$ cat config.mk
export PLATFORM = sky130hd
export DESIGN_NAME = udp_tx_stream
export DESIGN_NICKNAME = d
export VERILOG_FILES = /design/src/rtl/eth_pkg.sv /design/src/rtl/udp_payload_buf.sv /design/src/rtl/udp_tx_stream.sv
export SDC_FILE = /design/constraint.sdc
export NUM_CORES = 2
export LEC_CHECK = 0
export ABC_AREA = 1
export CELL_PAD_IN_SITES_DETAIL_PLACEMENT = 0
export CELL_PAD_IN_SITES_GLOBAL_PLACEMENT = 2
export CORE_ASPECT_RATIO = 0.6
export CORE_MARGIN = 5
export CORE_UTILIZATION = 39
export DETAILED_ROUTE_END_ITERATION = 16
export GPL_TIMING_DRIVEN = 0
export HOLD_SLACK_MARGIN = 0.06
export PLACE_DENSITY_LB_ADDON = 0.1
export SYNTH_ARGS = -nofsm -noshare
export SYNTH_HDL_FRONTEND = slang
export SYNTH_SLANG_ARGS = --single-unit
$ cat constraint.sdc
create_clock -name clk -period 5.74 [get_ports clk]
set_input_delay 0.861 -clock clk [delete_from_list [all_inputs] [get_ports clk]]
set_output_delay 0.861 -clock clk [all_outputs]
set_load 0.01 [all_outputs]
$ cat src/rtl/eth_pkg.sv
// eth_pkg: Ethernet/IPv4/UDP framing constants, framer state encoding and checksum fold
package eth_pkg;
    localparam int ETH_HDR     = 14;
    localparam int IP_HDR      = 20;
    localparam int UDP_HDR     = 8;
    localparam int PAYLOAD_OFS = ETH_HDR + IP_HDR + UDP_HDR;
    localparam int MIN_FRAME   = 60;
    localparam logic [15:0] ETHERTYPE_IPV4 = 16'h0800;
    localparam logic [7:0]  IP_PROTO_UDP   = 8'h11;
    typedef enum logic [4:0] {
        IDLE = 5'b00001,
        FILL = 5'b00010,
        ARB  = 5'b00100,
        HDR  = 5'b01000,
        DATA = 5'b10000
    } state_t;
    // Two end-around folds always suffice for a sum of ten 16-bit words
    function automatic logic [15:0] oc_fold(input logic [19:0] s);
        logic [19:0] t;
        t = {4'b0, s[15:0]} + {16'b0, s[19:16]};
        t = {4'b0, t[15:0]} + {16'b0, t[19:16]};
        return t[15:0];
    endfunction
endpackage

$ cat src/rtl/udp_payload_buf.sv
// udp_payload_buf: simple dual-port payload RAM with 1-cycle registered read
module udp_payload_buf #(
    parameter int DEPTH = 64,
    parameter int AW    = 6
) (
    input  logic          clk,
    input  logic          i_we,
    input  logic [AW-1:0] i_waddr,
    input  logic [31:0]   i_wdata,
    input  logic [AW-1:0] i_raddr,
    output logic [31:0]   o_rdata
);
    logic [31:0] r_mem [DEPTH];
    logic [31:0] r_rdata;
    always_ff @(posedge clk) begin
        if (i_we) r_mem[i_waddr] <= i_wdata;
        r_rdata <= r_mem[i_raddr];
    end
    assign o_rdata = r_rdata;
endmodule

$ cat src/rtl/udp_tx_stream.sv
// udp_tx_stream: buffers one UDP payload frame and serves header+payload bytes to the MAC by address
module udp_tx_stream
    import eth_pkg::*;
#(
    parameter logic [47:0] MY_HWADDR = 48'h985aebdd1c65,
    parameter logic [47:0] RX_HWADDR = 48'h985aebdd1c64,
    parameter logic [31:0] MY_IP     = 32'hc0a80205,
    parameter logic [31:0] RX_IP     = 32'hc0a80202,
    parameter logic [15:0] SRC_PORT  = 16'h4e50,
    parameter logic [15:0] DST_PORT  = 16'h4e50,
    parameter logic [7:0]  TTL       = 8'h40,
    parameter int          MAX_WORDS = 64
) (
    input  logic        clk,
    input  logic        reset,
    output logic        tx_req,
    output logic [10:0] tx_count,
    input  logic        tx_grant,
    input  logic [10:0] tx_addr,
    input  logic        tx_adv,
    input  logic        tx_last,
    output logic [7:0]  tx_data,
    input  logic        s_valid,
    input  logic [31:0] s_data,
    input  logic        s_last,
    output logic        s_ready,
    output logic        busy,
    output logic [15:0] pkt_id
);
    localparam int AW = (MAX_WORDS > 1) ? $clog2(MAX_WORDS) : 1;
    localparam int NW = $clog2(MAX_WORDS) + 1;

    state_t        r_state;
    logic [NW-1:0] r_n;
    logic [15:0]   r_pkt_id;
    logic          r_tx_req;
    logic [10:0]   r_tx_count;
    logic [15:0]   r_csum;
    logic [7:0]    r_byte;

    logic          w_beat;
    logic          w_tx_on;
    logic [NW-1:0] w_n_next;
    logic [10:0]   w_len4;
    logic [10:0]   w_len4_next;
    logic [10:0]   w_frame_next;
    logic [10:0]   w_cnt_next;
    logic [15:0]   w_tl_next;
    logic [15:0]   w_total_len;
    logic [15:0]   w_udp_len;
    logic [335:0]  w_hdr;
    logic [10:0]   w_off;
    logic [10:0]   w_ra;
    logic [AW-1:0] w_raddr;
    logic [31:0]   w_rdata;
    logic [7:0]    w_byte;

    function automatic logic [15:0] ip_csum(input logic [15:0] tl, input logic [15:0] id);
        logic [19:0] s;
        s = 20'h04500 + 20'(tl) + 20'(id) + 20'({TTL, IP_PROTO_UDP})
          + 20'(MY_IP[31:16]) + 20'(MY_IP[15:0]) + 20'(RX_IP[31:16]) + 20'(RX_IP[15:0]);
        return ~oc_fold(s);
    endfunction

    assign w_beat       = s_valid & s_ready;
    assign w_tx_on      = (r_state == HDR) | (r_state == DATA);
    assign w_n_next     = r_n + 1'b1;
    assign w_len4       = 11'({r_n, 2'b00});
    assign w_len4_next  = 11'({w_n_next, 2'b00});
    assign w_frame_next = 11'(PAYLOAD_OFS) + w_len4_next;
    assign w_cnt_next   = (w_frame_next < 11'(MIN_FRAME)) ? 11'(MIN_FRAME) : w_frame_next;
    assign w_tl_next    = 16'(IP_HDR + UDP_HDR) + 16'(w_len4_next);
    assign w_total_len  = 16'(IP_HDR + UDP_HDR) + 16'(w_len4);
    assign w_udp_len    = 16'(UDP_HDR) + 16'(w_len4);

    assign w_hdr = {RX_HWADDR, MY_HWADDR, ETHERTYPE_IPV4, 8'h45, 8'h00, w_total_len,
                    r_pkt_id, 16'h0000, TTL, IP_PROTO_UDP, r_csum, MY_IP, RX_IP,
                    SRC_PORT, DST_PORT, w_udp_len, 16'h0000};

    // Read one address ahead on a strobe so the word is ready for a back-to-back strobe
    assign w_ra    = tx_adv ? tx_addr + 11'd1 : tx_addr;
    assign w_raddr = AW'((w_ra - 11'(PAYLOAD_OFS)) >> 2);
    assign w_off   = tx_addr - 11'(PAYLOAD_OFS);
    assign w_byte  = (tx_addr < 11'(PAYLOAD_OFS)) ? w_hdr[335 - 8*int'(tx_addr[5:0]) -: 8] :
                     (w_off < w_len4) ? w_rdata[31 - 8*int'(w_off[1:0]) -: 8] : 8'h00;

    udp_payload_buf #(.DEPTH(MAX_WORDS), .AW(AW)) u_buf (
        .clk     (clk),
        .i_we    (w_beat),
        .i_waddr (r_n[AW-1:0]),
        .i_wdata (s_data),
        .i_raddr (w_raddr),
        .o_rdata (w_rdata)
    );

    always_ff @(posedge clk) begin
        if (reset) begin
            r_state    <= IDLE;
            r_n        <= '0;
            r_pkt_id   <= '0;
            r_tx_req   <= 1'b0;
            r_tx_count <= '0;
            r_csum     <= '0;
            r_byte     <= '0;
        end else begin
            case (r_state)
                IDLE, FILL: if (w_beat) begin
                    r_n     <= w_n_next;
                    r_state <= FILL;
                    if (s_last || w_n_next == NW'(MAX_WORDS)) begin
                        r_state    <= ARB;
                        r_tx_req   <= 1'b1;
                        r_tx_count <= w_cnt_next;
                        r_csum     <= ip_csum(w_tl_next, r_pkt_id);
                    end
                end
                ARB: if (tx_grant) begin
                    r_state    <= HDR;
                    r_tx_req   <= 1'b0;
                    r_tx_count <= '0;
                end
                HDR: if (tx_last) begin
                    r_state  <= IDLE;
                    r_n      <= '0;
                    r_pkt_id <= r_pkt_id + 16'd1;
                end else if (tx_adv && tx_addr == 11'(PAYLOAD_OFS - 1)) begin
                    r_state <= DATA;
                end
                DATA: if (tx_last) begin
                    r_state  <= IDLE;
                    r_n      <= '0;
                    r_pkt_id <= r_pkt_id + 16'd1;
                end
                default: r_state <= IDLE;
            endcase
            if (tx_adv && w_tx_on) r_byte <= w_byte;
        end
    end

    assign tx_req   = r_tx_req;
    assign tx_count = r_tx_count;
    assign tx_data  = w_tx_on ? r_byte : 8'h00;
    assign s_ready  = (r_state == IDLE) | (r_state == FILL);
    assign busy     = r_state != IDLE;
    assign pkt_id   = r_pkt_id;
endmodule

==> impl_metrics.ini <==
[outcome]
outcome = finished, violations left
violations = negative setup slack

[yosys]
syn_inst = 7929
synth_xor_area_frac = 0.00383
synth_top_family_by_area = simple AND/OR/NAND/NOR gates
synth_top_area_share = 0.680
avgSynthCellArea_sq_um = 11.4
ys.flop_type = edfxtp_1
ys_seq_area_frac = 0.701
synthMuxAreaShare = 0.0283
async_reset_ff_frac = 0
synth.cell_area_sq_um = 90400
synthTopCellsByArea = edfxtp_1, nand2_1, nand3_1
ys_types = 48
yosys_warnings = 0
synth_edf_count = 2048
yosysTopAreaCell = edfxtp_1
ys_ff_latch = 2142
synth-simple-area-share = 0.179
yosys.area_share.adder = 0.00589
synth_compound_area_frac = 0.0431

[layout]
instances_no_fill = 11700
fill_cells = 21100
final_nets = 8518
drive_gt1_frac = 0.0953
areaGrowthSynthToFinish_pct = 17.3
mostFrequentLayoutCells = nand2_1, edfxtp_1, nand3_1, o21ai_0, inv_1
layout.cells.most_common = nand2_1

[routing]
wire_per_inst_um = 36.6
drc = 0
totalWireLength_um = 429000
first_pass_iters = 5
drtAntennaViolNets = 0
drtIter0Drc = 12200
post_drt_via_cell_ratio = 5.86
vias = 68700

[floorplan]
coreArea_sq_um = 230000
dieArea_sq_um = 242000
die_width_um = 632
initial_core_util = 0.393
die_h_um = 383
io_pins = 88
rows = 136

[clock_tree]
root_buffer = clkbuf_16
cts_tree = built
cts-htree-levels = 4
clk_pin_slew_ns = 0.07
ctsHoldBuffers = 0
clockBufferDepth = 4
cts_sinks = 2142
tritoncts.num_buffers = 213
clkLatencyLatePin_ns = 0.91

[critical_path]
max_stage_delay_ns = 1.03
r2r-start = r_n[1]$_SDFFE_PP0P_
setup.worst_path.end_class = flip-flop
r2r_slack_ns = 0.28
rr_worst_depth = 43
crit_path_max_fanout = 10
r2r-end = r_csum[14]$_SDFFE_PP0P_
crit_path_start_kind = primary input
critPathKind = in -> reg
cp_common_cell = nand2_1
cp_cell_sequence = clkdlybuf4s50_1 -> buf_2 -> clkinvlp_4 -> ha_1 -> nand2_1 -> o21ai_0 -> ha_1 -> buf_2 -> buf_2 -> clkdlybuf4s15_1 -> mux2i_1 -> o21ai_0 -> inv_1 -> o211ai_1 -> o211ai_1 -> nand2_1 -> nand2_1 -> nand2_1
required_ns = 6.52
worstSetupStartpoint = tx_addr[1]
crit_slowest_cell = o21ai_0
path_buf_inv = 7
worstPathArrival_ns = 6.64
crit_family = buffers and inverters

[timing]
hold_viol_final = 0
tightestPinTransition_ns = 1.47
holdWs_ns = 0.332
period_share = 1.02
setup_viol_count_final = 8
tns_ns = -0.480
rsz0062_at_grt = yes
relSlewSlack = 0.0178
clock_skew_ns = 0.0764
slew_violations = 0
finalWorstSetupSlack_ns = -0.121
period_needed_ns = 5.86
max_freq_mhz = 171

[place]
port-buffer-count = 83
dpl.hpwl_um = 314000
place_ws_ns = -2.49
gp_congestion = 0.984
post-place-cells = 11300

[grt]
grt_max_degree = 65
overflow = 0
grt.total_usage = 0.346
antenna_found_initial = 60
grt_pass1_vias = 60400
grt_pass1_wl_um = 561000

[pwr]
power_mw = 40.7
irDropWorstVdd_mv = 0.270
power_density_nw_per_um2 = 384
p_leak_nw = 38.6

[flow_run]
drv_cap = 0

[min_path]
hold_start = s_data[12]
min_to = u_buf.r_mem[21][12]$_DFFE_PP_
min_path_type = in -> reg
hold_depth = 1
what timing repair did:
item                                   CTS  global route
endpoints found under the hold margin    0             0
gates cloned                             0             0
pin swaps                               22            36
gates resized for setup                101            91
setup endpoints to repair               48            30
buffers inserted                        50            18
per-layer routing:
| metal | track usage | routed length (um) | vias up |
|---|---|---|---|
| met5 | 0 | 277 | - |
| met4 | 0.0762 | 10800 | 10 |
| met3 | 0.120 | 62700 | 474 |
| met2 | 0.436 | 159000 | 4450 |
| met1 | 0.556 | 196000 | 34900 |
| li1 | - | - | 28900 |
Yosys cell counts (2+ instances only):
master	n
xnor2_1	5
or2_2	3
nor4_1	3
mux2i_1	256
a22oi_1	3
nand2_1	2583
nor2_1	180
buf_1	17
inv_2	5
dfxtp_1	94
edfxtp_1	2048
o22ai_1	17
nor2_2	4
a21oi_1	70
a211oi_1	5
xor2_1	29
nand3b_1	3
clkinv_1	4
inv_1	385
o21ai_1	45
o31ai_1	3
a31oi_1	14
xor2_2	2
buf_2	94
clkbuf_1	341
buf_6	12
o21ai_0	528
o211ai_1	48
nand3_1	755
nand4_1	284
ha_1	41
buf_4	15
nor3_1	17
nor3b_1	2
metrics by stage:
step                utilization  instance area (sq um)
global route              0.461                 106000
global placement          0.414                  95100
detailed placement        0.428                  98500
floorplan                     -                  90400
finish                    0.461                 106000
CTS                       0.460                 106000
sequential cells by signal, summed over array words and instances, names as in the netlist:
| signal | count |
|---|---|
| tx_count | 9 |
| u_buf.o_rdata | 32 |
| pkt_id | 16 |
| tx_req | 1 |
| r_state | 5 |
| r_csum | 16 |
| u_buf.r_mem | 2048 |
| r_byte | 8 |
| r_n | 7 |
kinds of logic (layout without fill, tap and decap cells):
logic type,Yosys count,after routing
fa+ha+maj,42,42
other cells,1,25
compound gates,738,738
simple gates,3840,3840
mux,256,256
flops,2142,2142
buf+inv,873,1527
xor+xnor,37,37
cell type report:
type / count / area [sq um] / share of cell area
Tap cell: 3105 / 3880 / 0.0366
Clock inverter: 103 / 778 / 0.00734
Clock buffer: 270 / 5640 / 0.0532
Multi-Input combinational cell: 4915 / 24400 / 0.230
Inverter: 394 / 1510 / 0.0142
Buffer: 477 / 2160 / 0.0204
Timing Repair Buffer: 283 / 4200 / 0.0396
Sequential cell: 2142 / 63400 / 0.598
Antenna cell: 23 / 57.6 / 0.000543
report_power, final:
group	switching [mW]	internal, mW	leakage, nW
clock network	6.22	7.40	3.15
logic	7.37	2.11	16.3
registers	0.139	17.5	19.2
total	13.7	27.0	38.6
worst max path at each step:
stage	slack (ns)	depth (start not counted)	endpoint
after floorplan	0.23	41	r_csum[14]$_SDFFE_PP0P_
after global placement	-3.15	5	u_buf.r_mem[62][2]$_DFFE_PP_
after detailed placement	-2.49	21	u_buf.o_rdata[23]$_DFF_P_
after CTS	0.003	18	u_buf.o_rdata[20]$_DFF_P_
after global routing	-0.01	37	r_csum[14]$_SDFFE_PP0P_
final	-0.12	18	u_buf.o_rdata[4]$_DFF_P_
(Power assumes the default switching activity.)
